## src/rtl/pulse_timer_pkg.sv

```systemverilog
`default_nettype none
// ============================================================================
// Module   : pulse_timer_pkg
// Purpose  : Shared types and helpers for the multi-channel pulse timer.
//            Provides the channel state enum, the mode encodings, and the
//            channel-index width function.
// Revision : 1.0 - initial release
// ============================================================================
package pulse_timer_pkg;

    typedef enum logic [0:0] {
        ST_IDLE = 1'b0,
        ST_RUN  = 1'b1
    } state_t;

    localparam logic MODE_ONESHOT  = 1'b0;
    localparam logic MODE_PERIODIC = 1'b1;

    // A single-channel build still needs a 1-bit index port.
    function automatic int ch_w(input int num_ch);
        return (num_ch > 1) ? $clog2(num_ch) : 1;
    endfunction

endpackage
`default_nettype wire

```

## src/rtl/pulse_timer_ch.sv

```systemverilog
`default_nettype none
// ============================================================================
// Module   : pulse_timer_ch
// Purpose  : One timer channel: load/mode registers, down-counter and the
//            IDLE/RUN state machine. Emits a registered one-cycle done pulse.
// Ports    : clk, rst_n (async, active-low)
//            i_tick          shared prescaler tick
//            i_ready         holdoff elapsed; gates start
//            i_cfg_we        config write already decoded for this channel
//            i_cfg_load      load value
//            i_cfg_periodic  mode bit (0 one-shot, 1 periodic)
//            i_start/i_stop  start/restart and stop strobes
//            o_done          expiry pulse
//            o_busy          channel is in RUN
// Revision : 1.0 - initial release
// ============================================================================
module pulse_timer_ch
    import pulse_timer_pkg::*;
#(
    parameter int WIDTH = 16
) (
    input  logic             clk,
    input  logic             rst_n,
    input  logic             i_tick,
    input  logic             i_ready,
    input  logic             i_cfg_we,
    input  logic [WIDTH-1:0] i_cfg_load,
    input  logic             i_cfg_periodic,
    input  logic             i_start,
    input  logic             i_stop,
    output logic             o_done,
    output logic             o_busy
);

    localparam logic [WIDTH-1:0] C_ZERO = '0;
    localparam logic [WIDTH-1:0] C_ONE  = WIDTH'(1);

    state_t           r_state;
    state_t           w_state_nxt;
    logic [WIDTH-1:0] r_count;
    logic [WIDTH-1:0] w_count_nxt;
    logic [WIDTH-1:0] r_load;
    logic             r_mode;
    logic             r_done;
    logic             w_done_nxt;

    always_comb begin
        w_state_nxt = r_state;
        w_count_nxt = r_count;
        w_done_nxt  = 1'b0;
        if (i_stop) begin
            // stop overrides start and a coincident expiry
            w_state_nxt = ST_IDLE;
            w_count_nxt = C_ZERO;
        end else begin
            case (r_state)
                ST_IDLE: begin
                    if (i_start && i_ready && (r_load != C_ZERO)) begin
                        w_state_nxt = ST_RUN;
                        w_count_nxt = r_load;
                    end
                end
                ST_RUN: begin
                    if (i_start && i_ready) begin
                        // Restart takes priority over a coincident expiry;
                        // a zero load cannot run, so it drops to IDLE.
                        if (r_load != C_ZERO) begin
                            w_count_nxt = r_load;
                        end else begin
                            w_state_nxt = ST_IDLE;
                            w_count_nxt = C_ZERO;
                        end
                    end else if (i_tick) begin
                        if (r_count == C_ONE) begin
                            w_done_nxt = 1'b1;
                            if ((r_mode == MODE_PERIODIC) && (r_load != C_ZERO)) begin
                                w_count_nxt = r_load;
                            end else begin
                                w_state_nxt = ST_IDLE;
                                w_count_nxt = C_ZERO;
                            end
                        end else begin
                            w_count_nxt = r_count - C_ONE;
                        end
                    end
                end
                default: begin
                    w_state_nxt = ST_IDLE;
                    w_count_nxt = C_ZERO;
                end
            endcase
        end
    end

    always_ff @(posedge clk or negedge rst_n) begin
        if (!rst_n) begin
            r_state <= ST_IDLE;
            r_count <= C_ZERO;
            r_done  <= 1'b0;
            r_load  <= C_ZERO;
            r_mode  <= MODE_ONESHOT;
        end else begin
            r_state <= w_state_nxt;
            r_count <= w_count_nxt;
            r_done  <= w_done_nxt;
            // A write while running only affects the next start or reload.
            if (i_cfg_we) begin
                r_load <= i_cfg_load;
                r_mode <= i_cfg_periodic;
            end
        end
    end

    assign o_done = r_done;
    assign o_busy = (r_state == ST_RUN);

endmodule
`default_nettype wire

```

## src/rtl/pulse_timer_mc.sv

```systemverilog
`default_nettype none
// ============================================================================
// Module   : pulse_timer_mc
// Purpose  : Multi-channel programmable down-counting timer. Holds the shared
//            prescaler, the post-reset holdoff counter and the config decode;
//            each channel is a pulse_timer_ch instance.
// Ports    : clk, rst_n (async, active-low)
//            cfg_we/cfg_ch/cfg_load/cfg_periodic  channel config write
//            start/stop   per-channel strobes
//            done         per-channel one-cycle expiry pulse
//            busy         per-channel RUN indicator
//            ready        holdoff elapsed
// Option   : PULSE_TIMER_IRQ_STICKY_EN adds irq_status/irq_clr/irq sticky
//            interrupt bits (set on done, cleared by irq_clr, set wins).
// Revision : 1.0 - initial release
// ============================================================================
module pulse_timer_mc
    import pulse_timer_pkg::*;
#(
    parameter  int NUM_CH   = 4,
    parameter  int WIDTH    = 16,
    parameter  int PRESCALE = 1,
    parameter  int HOLDOFF  = 16,
    localparam int CH_W     = ch_w(NUM_CH)
) (
    input  logic              clk,
    input  logic              rst_n,
    input  logic              cfg_we,
    input  logic [CH_W-1:0]   cfg_ch,
    input  logic [WIDTH-1:0]  cfg_load,
    input  logic              cfg_periodic,
    input  logic [NUM_CH-1:0] start,
    input  logic [NUM_CH-1:0] stop,
    output logic [NUM_CH-1:0] done,
    output logic [NUM_CH-1:0] busy,
    output logic              ready
`ifdef PULSE_TIMER_IRQ_STICKY_EN
    ,
    output logic [NUM_CH-1:0] irq_status,
    input  logic [NUM_CH-1:0] irq_clr,
    output logic              irq
`endif
);

    logic w_tick;
    logic w_ready;

    // Prescaler: free-running, not re-phased by start.
    generate
        if (PRESCALE <= 1) begin : g_no_prescale
            assign w_tick = 1'b1;
        end else begin : g_prescale
            localparam int PW = $clog2(PRESCALE);
            localparam logic [PW-1:0] C_PRE_LAST = PW'(PRESCALE - 1);
            localparam logic [PW-1:0] C_PRE_ONE  = PW'(1);
            logic [PW-1:0] r_pre;
            always_ff @(posedge clk or negedge rst_n) begin
                if (!rst_n) begin
                    r_pre <= '0;
                end else if (r_pre == C_PRE_LAST) begin
                    r_pre <= '0;
                end else begin
                    r_pre <= r_pre + C_PRE_ONE;
                end
            end
            assign w_tick = (r_pre == C_PRE_LAST);
        end
    endgenerate

    // Holdoff: ready rises on the HOLDOFF-th edge after reset release.
    generate
        if (HOLDOFF == 0) begin : g_no_holdoff
            assign w_ready = 1'b1;
        end else begin : g_holdoff
            localparam int HW = $clog2(HOLDOFF + 1);
            localparam logic [HW-1:0] C_HOLD_LAST = HW'(HOLDOFF - 1);
            localparam logic [HW-1:0] C_HOLD_ONE  = HW'(1);
            logic [HW-1:0] r_hold;
            logic          r_ready;
            always_ff @(posedge clk or negedge rst_n) begin
                if (!rst_n) begin
                    r_hold  <= '0;
                    r_ready <= 1'b0;
                end else if (!r_ready) begin
                    r_hold <= r_hold + C_HOLD_ONE;
                    if (r_hold == C_HOLD_LAST) begin
                        r_ready <= 1'b1;
                    end
                end
            end
            assign w_ready = r_ready;
        end
    endgenerate

    assign ready = w_ready;

    // Only indices below NUM_CH get a decoder, so out-of-range writes vanish.
    generate
        for (genvar gi = 0; gi < NUM_CH; gi++) begin : g_ch
            logic w_cfg_we;
            assign w_cfg_we = cfg_we & (cfg_ch == CH_W'(gi));
            pulse_timer_ch #(
                .WIDTH (WIDTH)
            ) u_ch (
                .clk            (clk),
                .rst_n          (rst_n),
                .i_tick         (w_tick),
                .i_ready        (w_ready),
                .i_cfg_we       (w_cfg_we),
                .i_cfg_load     (cfg_load),
                .i_cfg_periodic (cfg_periodic),
                .i_start        (start[gi]),
                .i_stop         (stop[gi]),
                .o_done         (done[gi]),
                .o_busy         (busy[gi])
            );
        end
    endgenerate

`ifdef PULSE_TIMER_IRQ_STICKY_EN
    logic [NUM_CH-1:0] r_irq_status;
    logic [NUM_CH-1:0] w_irq_status_nxt;
    logic              r_irq;

    // Set has priority over clear in the same cycle.
    assign w_irq_status_nxt = (r_irq_status & ~irq_clr) | done;

    // irq is registered from the next status so it tracks irq_status exactly.
    always_ff @(posedge clk or negedge rst_n) begin
        if (!rst_n) begin
            r_irq_status <= '0;
            r_irq        <= 1'b0;
        end else begin
            r_irq_status <= w_irq_status_nxt;
            r_irq        <= |w_irq_status_nxt;
        end
    end

    assign irq_status = r_irq_status;
    assign irq        = r_irq;
`endif

endmodule
`default_nettype wire

```

## config.mk

```make
export PLATFORM = sky130hd
export DESIGN_NAME = pulse_timer_mc
export DESIGN_NICKNAME = d
export VERILOG_FILES = /design/src/rtl/pulse_timer_pkg.sv /design/src/rtl/pulse_timer_ch.sv /design/src/rtl/pulse_timer_mc.sv
export SDC_FILE = /design/constraint.sdc
export NUM_CORES = 1
export LEC_CHECK = 0
export ABC_AREA = 1
export BUFFER_PORTS_ARGS = -buffer_cell sky130_fd_sc_hd__buf_4
export CORE_MARGIN = 4
export CORE_UTILIZATION = 59
export DETAILED_ROUTE_END_ITERATION = 10
export PLACE_DENSITY = 0.77
export SETUP_SLACK_MARGIN = 0.2
export SYNTH_ARGS = -nofsm -noshare
export SYNTH_HDL_FRONTEND = slang
export SYNTH_SLANG_ARGS = --single-unit
```

## constraint.sdc

```tcl
create_clock -name clk -period 1.9 [get_ports clk]
set_input_delay 0.285 -clock clk [delete_from_list [all_inputs] [get_ports clk]]
set_output_delay 0.285 -clock clk [all_outputs]
set_load 0.005 [all_outputs]
```

==> results of run 1 <==
[cell usage after synthesis, drive strengths merged]
master and instances:
a21oi 24, clkinv 1, nand2 504, o211ai 8
o21ai 127, o22ai 1, or2 7, buf 21
xnor2 9, o21bai 2, nor3 11, nor2 147
inv 158, dfrtp 146, and3 2, nand3b 4
clkbuf 12, nor4 3, nand4 15, ha 10
xor2 27, nand3 109
[power groups by stage]
stage / Clock, mW / Combinational, mW / Sequential [mW]
floorplan: 0 / 2.08 / 3.90
global placement: 0 / 2.67 / 4.05
detailed placement: 0 / 2.72 / 4.06
CTS: 3.63 / 2.78 / 4.02
global route: 3.78 / 3.54 / 4.10
finish: 3.62 / 3.15 / 4.05
[per-layer routing]
layer,wire [um],global-route usage (%),vias to the layer above,part of all wire [%]
met5,0,0,-,0
met3,1780,4.69,83,6.7
met1,11300,39.6,4333,43
li1,-,-,4416,-
met2,12600,47.0,422,48
met4,793,9.49,0,3.0
[metrics by stage]
| step | power [mW] | utilization, % | hold slack, ps | area [um2] |
|---|---|---|---|---|
| 6_report | 10.8 | 73.1 | 94.4 | 11200 |
| 5_1_grt | 11.4 | 73.1 | 101 | 11200 |
| 4_1_cts | 10.4 | 69.1 | 65.9 | 10600 |
| 3_5_place_dp | 6.78 | 64.2 | 170 | 9870 |
| 3_3_place_gp | 6.72 | 64.2 | 172 | 9870 |
| 2_1_floorplan | 5.98 | - | -10.6 | 9340 |
[final cells by class]
class                      count  area, um2
timing repair buffer         101        848
clock inverter                 9        153
sequential                   146       3670
multi-input combinational   1010       5220
clock buffer                  23        478
fill                        1191       4130
inverter                     159        612
tap                          211        264
[cell families (layout without fill, tap and decap cells)]
family,Yosys count,count (layout),synth area share [%]
fa+ha+maj,10,10,1.34
simple gates,802,802,37.9
buf+inv,192,292,8.83
flops,146,146,39.1
xor+xnor,36,36,3.38
compound gates,162,162,9.41
[state kept, by name, indices dropped and copies added (netlist names)]
register and count:
g_ch.u_ch.o_done 4, g_holdoff.r_hold 5, g_ch.u_ch.o_busy 4, ready 1, g_ch.u_ch.r_count 64, g_ch.u_ch.r_load 64
g_ch.u_ch.r_mode 4
[what timing repair did]
action,CTS,global route
setup endpoints to repair,28,67
pin swaps,3,34
gates resized for setup,10,115
hold buffers,1,0
setup buffers,8,30
endpoints found under the hold margin,22,0
[path summary, 6_finish.rpt]
path                       cells after the start                  endpoint
min reg2reg                                    2   g_ch[2].u_ch.r_count[1]
max reg2reg                                    9   g_ch[3].u_ch.r_count[2]
min in group asynchronous                      2   g_ch[3].u_ch.r_count[9]
max in group asynchronous                      3  g_ch[2].u_ch.r_count[10]
min                                            2       g_ch[0].u_ch.o_done
max                                            9   g_ch[3].u_ch.r_count[2]
==> results.md, run 1 <==
- Status: finished clean
- Flop pwr share: between 30% and 40%
- N_diodes: 0
- Cell count after placement: around 1600
- RSZ-0062 raised after global routing: yes
- H-tree Lvls: 4
- Dpl ws: around 110 ps
- GRT Total Usage: 28.9%
- CP most frequent cell: nand3_2
- Clk_lat worst skew: ~430 ps
- Clock buffer depth: 2
- Data arrival, critical path: between 2000 and 2500 ps
- Die X: 134 um
- CP Launch Point: g_ch[3].u_ch.r_count[1]
- DRT iter0 DRCs: slightly below 1000
- Max-cap check violation count: 0
- Leakage: a little under 6 nW
- Synth Cell Area: just over 9000 um2
- Fraction of layout cells with a size suffix above 1: 20.7%
- Core area: between 15000 and 20000 um2
- Num CTS Buffers: 17
- Number of port buffers: 38
- Peak VDD IR: about 0.74 mV
- Worst Tran Pin Value: 410 ps
- Top post-synthesis cells by area: dfrtp_1 39%, nand2_1 19%, o21ai_0 5.8%
- Sinks on the clock net: 146
- Power Density: ~960 nW/um2
- P_sw: about 3.8 mW
- Largest net degree at the start of global routing: 41
- Sw frac: about a third
- Hold Crit Start: stop[0]
- CTS tree: done
- Routed length per instance: 16.0 um
- Synth Instances: roughly 1300
- DRC violations left: 0
- Final setup fails: 0
- Yosys cell types: 39
- Fmax: between 500 and 600 MHz
- First-pass GRT wire length: slightly above 40 mm
- Max-slew violations: 0
- Clk root buf: clkbuf_16
- Buffers & Inverters on Critical Path: 2
- Hold WC Path Type: in2reg
- Post-synth top area share: between 30% and 40%
- Worst-path cell chain: inv_2, ha_4, nand3_2, nor3_2, nand2_2, buf_8, or2_2, nand3_2, nand3_1
- Final std cells w/o fill: between 1500 and 2000
- Final hold viol count: 0
- DR vias/cell: 5.58
- Rel. slew slack: 72.7%
- Via count: ~9000
- Worst Setup End Kind: register
- Sequential share of the synthesized area: between 30% and 40%
- Required time of the critical path: approximately 2200 ps
- Setup Crit Path Kind: reg2reg
- # rows: 45
- Initial Utilization: between 60% and 70%
- Yosys Warn Count: 0
- Critical path's top delay family: simple AND/OR/NAND/NOR gates
- Routability congestion estimate: 0.928
- R2r startpoint: g_ch[3].u_ch.r_count[1]
- Fin Setup TNS: 0 ps
- Power Internal: approximately 7 mW
- Clk slew on worst S/H paths: 60 ps
- Average size of a mapped cell: 6.93 um2
- Period Utilization, post-route: just over 90%
- Commonest non-fill, non-tap cell in the layout: nand2_1
- CP Max Fanout: 6
- Chip Height: between 100 and 150 um
- Clock power share: between 30% and 40%
- Yosys reg bits: around 150
- Critical-path top delay cell: dfrtp_1
- Num ports: 39
- Final worst slack: 133 ps
- Net count, final: 1475
- Number of global-route vias before repair: ~8400
- Gr ovfl total: 0
- Synth Net Count: 1388
- Logic pwr share: ~29%
- Die area: around 18000 um2
- CP Launch Type: register
- Initial antenna violation count: 0
- Min Tclk post-route: 1770 ps
- Area growth, synth to finish: 20.4%
- Clk_skew: 5.38 ps
- Drt first pass iters: 7
- Commonest non-fill, non-tap cells in the layout: 466 x nand2_1, 135 x dfrtp_1, 131 x inv_1
- Post-DRT Antenna Nets: 0
- Wirelength, routed: between 20 and 30 mm
- HPWL Detailed: between 15 and 20 mm
- Reg2reg setup slack: 130 ps
- Max stage delay on crit path: between 400 and 500 ps
- Synth area leader: dfrtp_1
Power figures use the tool's default switching activity.
==> inputs of run 2 (changes only) <==
--- a/config.mk
+++ b/config.mk
@@ -9,9 +9,11 @@
 export BUFFER_PORTS_ARGS = -buffer_cell sky130_fd_sc_hd__buf_4
 export CORE_MARGIN = 4
 export CORE_UTILIZATION = 59
+export CTS_BUF_LIST = sky130_fd_sc_hd__clkbuf_4
 export DETAILED_ROUTE_END_ITERATION = 10
 export PLACE_DENSITY = 0.77
 export SETUP_SLACK_MARGIN = 0.2
+export SKIP_LAST_GASP = 1
 export SYNTH_ARGS = -nofsm -noshare
 export SYNTH_HDL_FRONTEND = slang
 export SYNTH_SLANG_ARGS = --single-unit
==> results.md, run 2 (same netlist as run 1, synthesis figures left out) <==
- Critical-path top delay cell: dfrtp_2 (was dfrtp_1)
- Largest net degree at the start of global routing: 41 (unchanged)
- GRT Total Usage: 28.3% (was 28.9%)
- Final hold viol count: 0 (unchanged)
- RSZ-0062 raised after global routing: yes (unchanged)
- Routability congestion estimate: 0.928 (unchanged)
- Storage cell area: 3670 um2 (about the same)
- Fin Setup TNS: 0 ps (unchanged)
- DR vias/cell: 5.52 (was 5.58)
- Initial antenna violation count: 1 (was 0)
- GR Util met2: 44.7% (was 47.0%)
- Max-cap check violation count: 0 (unchanged)
- HPWL Detailed: 18.1 mm (unchanged)
- CP Launch Type: register (unchanged)
- Core area: 15400 um2 (unchanged)
- Number of port buffers: 38 (unchanged)
- Max stage delay on crit path: 440 ps (was 410 ps)
- Num ports: 39 (unchanged)
- Gr ovfl total: 0 (unchanged)
- Final setup fails: 0 (unchanged)
- Wirelength, routed: 25.6 mm (was 26.5 mm)
- Data arrival, critical path: 2200 ps (was 2080 ps)
- H-tree Lvls: 4 (unchanged)
- Required time of the critical path: 2370 ps (was 2210 ps)
- Routed length per instance: 15.3 um (was 16.0 um)
- Gr busiest metal: met2 (unchanged)
- Clk root buf: clkbuf_4 (was clkbuf_16)
- Fraction of layout cells with a size suffix above 1: 21.2% (was 20.7%)
- Biggest regs: g_ch.u_ch.r_count x64, g_ch.u_ch.r_load x64, g_holdoff.r_hold x5 (unchanged)
- CP most frequent cell: nand2_1 (was nand3_2)
- Sinks on the clock net: 146 (unchanged)
- Multi-input logic area: 5240 um2 (was 5220 um2)
- Critical path's top delay family: simple AND/OR/NAND/NOR gates (unchanged)
- Peak VDD IR: 0.501 mV (was 0.743 mV)
- Num CTS Buffers: 17 (unchanged)
- Net count, final: 1483 (was 1475)
- Buffers & Inverters on Critical Path: 3 (was 2)
- Min Tclk post-route: 1730 ps (was 1770 ps)
- Die X: 134 um (unchanged)
- Final instance area: 11000 um2 (was 11200 um2)
- Fmax: 579 MHz (was 566 MHz)
- Met1 global-route usage: 39.4% (was 39.6%)
- CP Max Fanout: 8 (was 6)
- # rows: 45 (unchanged)
- Initial Utilization: 60.7% (unchanged)
- DRT iter0 DRCs: 962 (was 977)
- Clk_skew: 16.1 ps (was 5.38 ps)
- Chip Height: 134 um (unchanged)
- Setup Crit Path Kind: reg2reg (unchanged)
- Commonest non-fill, non-tap cell in the layout: nand2_1 (unchanged)
- Power Density: 858 nW/um2 (was 963 nW/um2)
- Clock buffer depth: 2 (unchanged)
- Hold depth: 4 (was 2)
- Pwr Total: 9.41 mW (was 10.8 mW)
- Post-DRT Antenna Nets: 0 (unchanged)
- Commonest non-fill, non-tap cells in the layout: 463 x nand2_1, 130 x inv_1, 129 x dfrtp_1 (was 466 x nand2_1, 135 x dfrtp_1, 131 x inv_1)
- Max-slew violations: 0 (unchanged)
- Number of global-route vias before repair: 8101 (was 8360)
- First-pass GRT wire length: 40.6 mm (was 41.5 mm)
- Die area: 17900 um2 (unchanged)
- Cell Area, Placed: 9870 um2 (unchanged)
- Worst Tran Pin Value: 383 ps (was 410 ps)
- Hold WC Path Type: in2reg (unchanged)
- Leakage: 5.67 nW (was 5.77 nW)
- CTS tree: done (unchanged)
- Via count: 9207 (was 9254)
- Worst-path cell chain: nor2_4, buf_6, inv_2, nor2_4, nand3_4, nand2_8, inv_1, a21oi_1, nand2_1, nand2_1, nand2_1 (was inv_2, ha_4, nand3_2, nor3_2, nand2_2, buf_8, or2_2, nand3_2, nand3_1)
- Status: finished clean (unchanged)
- R2R cell count: 11 (was 9)
- Rel. slew slack: 74.2% (was 72.7%)
- Drt first pass iters: 7 (unchanged)
- FILL cells: 1256 (was 1191)
- Clk slew on worst S/H paths: 120 ps (was 60 ps)
- Crit path depth: 11 (was 9)
- GR Util met3: 5.40% (was 4.69%)
- Period Utilization, post-route: 90.9% (was 93.0%)
- Worst Setup End Kind: register (unchanged)
- DRC violations left: 0 (unchanged)
- Clk_lat worst skew: 580 ps (was 430 ps)
- Area growth, synth to finish: 17.5% (was 20.4%)
==> run 2: cell count changes in the layout (fill, tap and decap cells not counted), sizes merged <==
cell and delta:
clkbuf -3, clkinv +3, clkinvlp +1, diode +1
dlygate4sd3 +3, nand2 +2, nand3 +1, nor2 +1
==> run 2: area by class of cell <==
type                       count  area share, %
clock inverter                12           1.49
tap                          211           2.41
clock buffer                  20           1.37
sequential                   146           33.5
antenna                        1         0.0228
multi-input combinational   1014           47.7
inverter                     159           5.57
timing repair inverter         1         0.0456
timing repair buffer         104           7.89
==> run 2: path summary, 6_finish.rpt <==
path,from,to,slack (ps)
max,g_ch[0].u_ch.r_count[2],g_ch[0].u_ch.r_count[6],170
min,stop[3],g_ch[3].u_ch.r_count[2],60
max reg2reg,g_ch[0].u_ch.r_count[2],g_ch[0].u_ch.r_count[6],170
min reg2reg,g_ch[2].u_ch.r_count[1],g_ch[2].u_ch.r_count[1],510
max in group asynchronous,rst_n,g_ch[2].u_ch.r_count[10],1160
min in group asynchronous,rst_n,g_ch[3].u_ch.r_count[9],130
==> run 2: stage by stage <==
step	setup slack, ps	util, %	instances	hold slack (ps)
floorplan	345	-	1348	-10.6
global placement	113	64.2	1588	172
detailed placement	115	64.2	1588	170
CTS	196	67.1	1630	39.4
global route	78.9	71.4	1668	21.9
finish	172	71.4	1668	55.9
==> run 2: report_power, final <==
part           switching [mW]  total [mW]  internal (mW)
Clock                    1.14        2.21           1.07
Sequential              0.526        4.04           3.51
Combinational            1.95        3.17           1.21
Total                    3.62        9.41           5.79
==> run 2: worst register-to-register path: cells and delay by family (launching register included) <==
family / cells / cell delay, ps
and+or+nand+nor: 7 / 820
buffers and inverters: 3 / 230
DFF: 1 / 440
AOI/OAI and AO/OA: 1 / 140
==> run 2: repair_timing <==
item,CTS,global route
endpoints found under the setup margin,30,66
cloned,1,4
hold endpoints to repair,149,0
setup buffers,5,33
resized for setup,10,121
pin swaps,2,45
hold buffers,4,0
==> run 2: per-layer routing <==
layer  vias up  part of all wire (%)
met5         -                     0
li1       4442                     -
met3        59                   7.3
met4         0                   2.6
met1      4319                    43
met2       387                    47
